File: src/rtl/refill_controller.sv
`default_nettype none
// ============================================================================
//  Module      : refill_controller
//  Description : Memory-side refill engine behind the cache controller.
//                Fetches a 4-word block critical-word-first over a word-wide
//                req/ack memory port, returns it with a one-cycle ready pulse,
//                and posts write-through stores through a 1-entry buffer that
//                always drains before any refill starts.
//  Revision    : 1.0 - initial release
// ============================================================================
module refill_controller #(
    parameter int WORD_W   = 32,
    parameter int TAG_W    = 7,
    parameter int IDX_W    = 6,
    parameter int OFF_W    = 2,
    parameter int HOLD_CYC = 2
) (
    input  logic                            clk,
    input  logic                            rst,
    input  logic [TAG_W-1:0]                tag,
    input  logic [IDX_W-1:0]                index,
    input  logic [OFF_W-1:0]                offset,
    input  logic                            miss,
    input  logic                            wr_en,
    input  logic [WORD_W-1:0]               wr_data,
    output logic                            ready,
    output logic [(WORD_W<<OFF_W)-1:0]      block_data,
    output logic                            busy,
    output logic                            wr_overflow,
    output logic                            mem_req,
    output logic                            mem_we,
    output logic [TAG_W+IDX_W+OFF_W-1:0]    mem_addr,
    output logic [WORD_W-1:0]               mem_wdata,
    input  logic [WORD_W-1:0]               mem_rdata,
    input  logic                            mem_ack
);

    localparam int ADDR_W = TAG_W + IDX_W + OFF_W;
    localparam int BLK_W  = WORD_W << OFF_W;
    localparam int WORDS  = 1 << OFF_W;
    localparam int HC_W   = (HOLD_CYC > 1) ? $clog2(HOLD_CYC) : 1;

    localparam logic [2:0] S_IDLE  = 3'd0;
    localparam logic [2:0] S_WRITE = 3'd1;
    localparam logic [2:0] S_FILL  = 3'd2;
    localparam logic [2:0] S_DONE  = 3'd3;
    localparam logic [2:0] S_HOLD  = 3'd4;

    logic [2:0]        state_q,       state_d;
    logic [OFF_W-1:0]  beat_q,        beat_d;
    logic [HC_W-1:0]   hold_cnt_q,    hold_cnt_d;
    logic [TAG_W-1:0]  base_tag_q,    base_tag_d;
    logic [IDX_W-1:0]  base_idx_q,    base_idx_d;
    logic [OFF_W-1:0]  base_off_q,    base_off_d;
    logic [BLK_W-1:0]  block_q,       block_d;
    logic              wb_valid_q,    wb_valid_d;
    logic [ADDR_W-1:0] wb_addr_q,     wb_addr_d;
    logic [WORD_W-1:0] wb_data_q,     wb_data_d;
    logic              wr_overflow_q, wr_overflow_d;

    logic              wb_drain;
    logic [OFF_W-1:0]  fill_word;

    // Buffer frees up on the very cycle its write is acknowledged, so a
    // store arriving then is accepted instead of dropped.
    assign wb_drain  = (state_q == S_WRITE) && mem_ack;
    // Critical word first: the beat count walks the block modulo its size.
    assign fill_word = base_off_q + beat_q;

    // Next-state logic: FSM, beat/hold counters, block assembly, write buffer.
    always_comb begin
        state_d       = state_q;
        beat_d        = beat_q;
        hold_cnt_d    = hold_cnt_q;
        base_tag_d    = base_tag_q;
        base_idx_d    = base_idx_q;
        base_off_d    = base_off_q;
        block_d       = block_q;
        wb_valid_d    = wb_valid_q;
        wb_addr_d     = wb_addr_q;
        wb_data_d     = wb_data_q;
        wr_overflow_d = 1'b0;

        if (wb_drain) begin
            wb_valid_d = 1'b0;
        end
        if (wr_en) begin
            if (!wb_valid_q || wb_drain) begin
                wb_valid_d = 1'b1;
                wb_addr_d  = {tag, index, offset};
                wb_data_d  = wr_data;
            end else begin
                wr_overflow_d = 1'b1;
            end
        end

        case (state_q)
            S_IDLE: begin
                if (wb_valid_q) begin
                    state_d = S_WRITE;
                end else if (miss) begin
                    base_tag_d = tag;
                    base_idx_d = index;
                    base_off_d = offset;
                    beat_d     = '0;
                    state_d    = S_FILL;
                end
            end
            S_WRITE: begin
                if (mem_ack) begin
                    state_d = S_IDLE;
                end
            end
            S_FILL: begin
                if (mem_ack) begin
                    for (int k = 0; k < WORDS; k++) begin
                        if (fill_word == OFF_W'(k)) begin
                            block_d[k*WORD_W +: WORD_W] = mem_rdata;
                        end
                    end
                    beat_d = beat_q + 1'b1;
                    if (beat_q == OFF_W'(WORDS - 1)) begin
                        state_d = S_DONE;
                    end
                end
            end
            S_DONE: begin
                hold_cnt_d = '0;
                state_d    = S_HOLD;
            end
            S_HOLD: begin
                if (hold_cnt_q == HC_W'(HOLD_CYC - 1)) begin
                    state_d = S_IDLE;
                end else begin
                    hold_cnt_d = hold_cnt_q + 1'b1;
                end
            end
            default: begin
                state_d = S_IDLE;
            end
        endcase
    end

    // Memory port drive; address and data are zero whenever no request is up.
    always_comb begin
        mem_req   = 1'b0;
        mem_we    = 1'b0;
        mem_addr  = '0;
        mem_wdata = '0;
        case (state_q)
            S_WRITE: begin
                mem_req   = 1'b1;
                mem_we    = 1'b1;
                mem_addr  = wb_addr_q;
                mem_wdata = wb_data_q;
            end
            S_FILL: begin
                mem_req  = 1'b1;
                mem_addr = {base_tag_q, base_idx_q, fill_word};
            end
            default: begin
                mem_req = 1'b0;
            end
        endcase
    end

    assign ready       = (state_q == S_DONE);
    assign busy        = (state_q != S_IDLE) || wb_valid_q;
    assign wr_overflow = wr_overflow_q;
    assign block_data  = block_q;

    // State registers with synchronous reset; reset abandons any transfer.
    always_ff @(posedge clk) begin
        if (rst) begin
            state_q       <= S_IDLE;
            beat_q        <= '0;
            hold_cnt_q    <= '0;
            base_tag_q    <= '0;
            base_idx_q    <= '0;
            base_off_q    <= '0;
            block_q       <= '0;
            wb_valid_q    <= 1'b0;
            wb_addr_q     <= '0;
            wb_data_q     <= '0;
            wr_overflow_q <= 1'b0;
        end else begin
            state_q       <= state_d;
            beat_q        <= beat_d;
            hold_cnt_q    <= hold_cnt_d;
            base_tag_q    <= base_tag_d;
            base_idx_q    <= base_idx_d;
            base_off_q    <= base_off_d;
            block_q       <= block_d;
            wb_valid_q    <= wb_valid_d;
            wb_addr_q     <= wb_addr_d;
            wb_data_q     <= wb_data_d;
            wr_overflow_q <= wr_overflow_d;
        end
    end

endmodule
`default_nettype wire
File: config.mk
export PLATFORM = sky130hd
export DESIGN_NAME = refill_controller
export DESIGN_NICKNAME = d
export VERILOG_FILES = /design/src/rtl/refill_controller.sv
export SDC_FILE = /design/constraint.sdc
export NUM_CORES = 1
export LEC_CHECK = 0
export CAP_MARGIN = 20
export CORE_UTILIZATION = 50
export CTS_BUF_LIST = sky130_fd_sc_hd__clkbuf_4 sky130_fd_sc_hd__clkbuf_8
export DETAILED_ROUTE_END_ITERATION = 10
export PLACE_DENSITY = 0.93
export SLEW_MARGIN = 40
export SYNTH_ARGS = -nofsm -noshare
export SYNTH_HDL_FRONTEND = slang
export SYNTH_SLANG_ARGS = --single-unit
File: constraint.sdc
create_clock -name clk -period 2.3 [get_ports clk]
set_input_delay 0.69 -clock clk [delete_from_list [all_inputs] [get_ports clk]]
set_output_delay 0.69 -clock clk [all_outputs]
set_load 0.1 [all_outputs]
==> flow_summary.toml <==
[die]
die-area_sq_mm = 0.0199
start_util_pct = 51.5
top_level_ports = 264
rows = 50
die_h_um = 141
core_sq_mm = 0.0188
die_w_um = 141

[pwr]
p_leak_nw = 4.56
pwr_density_cell_mw_per_mm2 = 594
sw_frac_of_total_pct = 36.4
ir_drop_uv = 397
internal_power_mw = 5.03
pwr-share-comb_pct = 26.6
clkPwrFrac_pct = 27.3
seqPwrFrac_pct = 46.1
p_switching_mw = 2.88

[timing]
relSlewSlack_pct = 42.5
slew_violations = 0
hold_viol = 0
setup_viol = 49
timing.final.ws_setup_ns = -0.179
period_share_pct = 108
rsz0062_at_grt = "true"
skew_ns = 0.0175
worst_pin_slew_ns = 0.863
fmax_ghz = 0.403
fin_crit_ns = 2.48

[routing]
routed_via_density = 6.78
dr.pass1.iters = 6
drt_iter0_drc = 1401
totalWireLength_mm = 33.7
detail-route-antenna-nets = 0
vias = 10570
wl_per_cell_um = 21.6
drc = 0

[layout]
syn_to_final_growth_pct = 37.3
fin_area_sq_mm = 0.0133
drive_gt1_share_pct = 26.3
fin_util_pct = 70.7
nets = 1373
num_antenna_cells = 0
fillers = 1292

[synthesis]
synth_commonest_cells = "198 x dfxtp_1, 148 x a21oi_1, 129 x nand4_1"
synth_most_common_cell = "dfxtp_1"
ys_types = 40
syn_area_per_cell_sq_um = 8.68
synth_nets = 1203
synthArstFlopShare_pct = 0
synth_edf_count = 0
synth_top_cells_by_area = "dfxtp_1 41%, o31ai_1 9.9%, nand4_1 8.3%"
ys_ff_latch = 198
synthFlopType = "dfxtp_1"
seq_area_frac_synth_pct = 40.9
syn_area_sq_mm = 0.00969
synthCells = 1117
yosysWarningCount = 0
netlist.top_cell.by_area = "dfxtp_1"
netlist.area_leader.share_pct = 40.9

[clock_network]
cts.path.max_buffers = 2
cts_made_buffers = 17
numClockSinks = 198
postCtsHoldBufs = 0
cts_tree = "done"
h-tree-depth = 4
clock_latency_ns = 0.48
path_clk_slew_ns = 0.10
root_buffer = "clkbuf_8"

[hold_path]
hold_path.class = "reg -> reg"
whs_endpoint = "block_data[7]"
hold_depth = 2
hp-start = "block_data[7]"

[critical_path]
critPathKind = "reg -> out"
r2r_start = "beat_q[0]"
cp-start-kind = "flip-flop"
arrival_ns = 1.79
reg2reg_depth = 6
critPathMaxFanout = 8
r2r_slack_ns = 0.24
cp-end-kind = "output port"
reg2reg_to = "block_data[84]"
required_ns = 1.61

[placement]
place.gp.congestion = 0.830
placed_area_sq_mm = 0.0126
hpwl_mm = 20.7
port_buffers = 263

[global_route]
grtUsageTotal_pct = 32.7
antenna_found_initial = 0
met1_usage_pct = 42.3
use_met2_pct = 49.1
grt_pass1_wl_mm = 52.1
grt.busiest_layer = "met2"
grt_overflow = 0
grtUsageMet3_pct = 8.90
grt_max_degree = 197
grt_pass1_vias = 9548

[status]
violations = "negative setup slack"
status = "complete, but fails checks"

[flow_run]
maxCapViolCount = 0
==> power groups by stage <==
stage,Clock (mW),Combinational [mW],Sequential [mW]
floorplan,0,1.08,3.92
global placement,0,1.92,3.71
detailed placement,0,1.95,3.72
CTS,2.16,2.04,3.65
global route,2.30,2.19,3.66
finish,2.16,2.10,3.65
==> layout by cell type (no fill, tap or decap), types with 2 or more instances in the layout <==
cell type        count
a21oi_1            148
a22o_2              12
a22o_4               3
a31oi_1             47
and2_4              32
buf_12              65
buf_4              159
buf_6                7
buf_8                3
clkbuf_16            2
clkbuf_8            18
clkdlybuf4s50_1     81
clkinvlp_4           6
dfxtp_1            190
dfxtp_2              5
dfxtp_4              3
inv_1                2
inv_2                2
inv_6                5
inv_8                4
nand2_1             48
nand3_1             15
nand4_1            129
nand4b_1            47
nand4bb_4            2
nor2_1               2
nor3b_1             48
o211ai_1             2
o21ai_0             16
o311ai_0            38
o311ai_1             9
o31ai_1            128
==> timing repair <==
| action | CTS | global route |
|---|---|---|
| cloned | 2 | 2 |
| endpoints found under the setup margin | 51 | 51 |
| buffers inserted | 11 | 3 |
| endpoints found under the hold margin | 0 | 0 |
| resized for setup | 41 | 12 |
| pin swaps | 4 | 10 |
==> cell type report <==
type / instances / area (sq um) / share of cell area (%)
clock buffers: 17 / 234 / 1.76
clock inverters: 15 / 134 / 1.01
inverters: 5 / 21.3 / 0.160
multi-input cells: 746 / 5120 / 38.4
flip-flops and latches: 198 / 3980 / 29.9
well taps: 260 / 325 / 2.44
repair buffers: 319 / 3500 / 26.3
==> worst max path at each step <==
stage	depth (start not counted)	slack, ns	end	from
global placement	6	0.03	block_data[94]	mem_ack
global route	5	-0.22	mem_addr[7]	state_q[0]
detailed placement	6	-0.07	block_data[84]	mem_ack
floorplan	2	-0.16	ready	state_q[1]
finish	6	-0.18	mem_req	state_q[0]
CTS	6	-0.18	mem_req	state_q[0]
==> through the flow <==
stage / worst slack, ns / setup TNS (ns) / hold slack (ns) / std cells / power (mW)
after CTS: -0.179 / -6.91 / 0.473 / 1558 / 7.85
final: -0.179 / -6.07 / 0.475 / 1560 / 7.91
after global placement: 0.0316 / 0 / 0.454 / 1511 / 5.63
after global routing: -0.225 / -9.02 / 0.493 / 1560 / 8.16
after detailed placement: -0.0717 / -0.294 / 0.460 / 1513 / 5.67
after floorplan: -0.156 / -0.993 / 0.454 / 1117 / 5.01
==> logic make-up (layout without fill, tap and decap cells) <==
| family | count (synthesis) | in the layout | synth area share (%) |
|---|---|---|---|
| and+or+nand+nor | 334 | 334 | 22.3 |
| AOI/OAI and AO/OA | 407 | 407 | 27.5 |
| DFF | 198 | 198 | 40.9 |
| xor gates and xnor gates | 2 | 2 | 0.478 |
| adders and majority gates | 2 | 2 | 0.258 |
| muxes | 1 | 1 | 0.116 |
| buffers and inverters | 173 | 356 | 8.44 |
==> state kept, by name (all words and copies together) (netlist names) <==
signal       count
block_data     128
wb_addr_q       15
wb_data_q       32
hold_cnt_q       1
beat_q           2
wb_valid_q       1
base_tag_q       7
base_off_q       2
wr_overflow      1
base_idx_q       6
state_q          3
==> worst max-delay path, cell delays in order, from the launching register on <==
cell and delay, ns:
dfxtp_4 0.36, inv_2 0.13, nor3_4 0.06, buf_6 0.13
clkbuf_16 0.16, or2_2 0.30, buf_12 0.17
==> layer usage <==
metal / wire length (um) / vias up
met3: 3540 / 127
met5: 0 / -
met4: 1780 / 0
met1: 13000 / 5047
li1: - / 4709
met2: 15400 / 687
No activity file was read; power rests on OpenSTA's default activity.
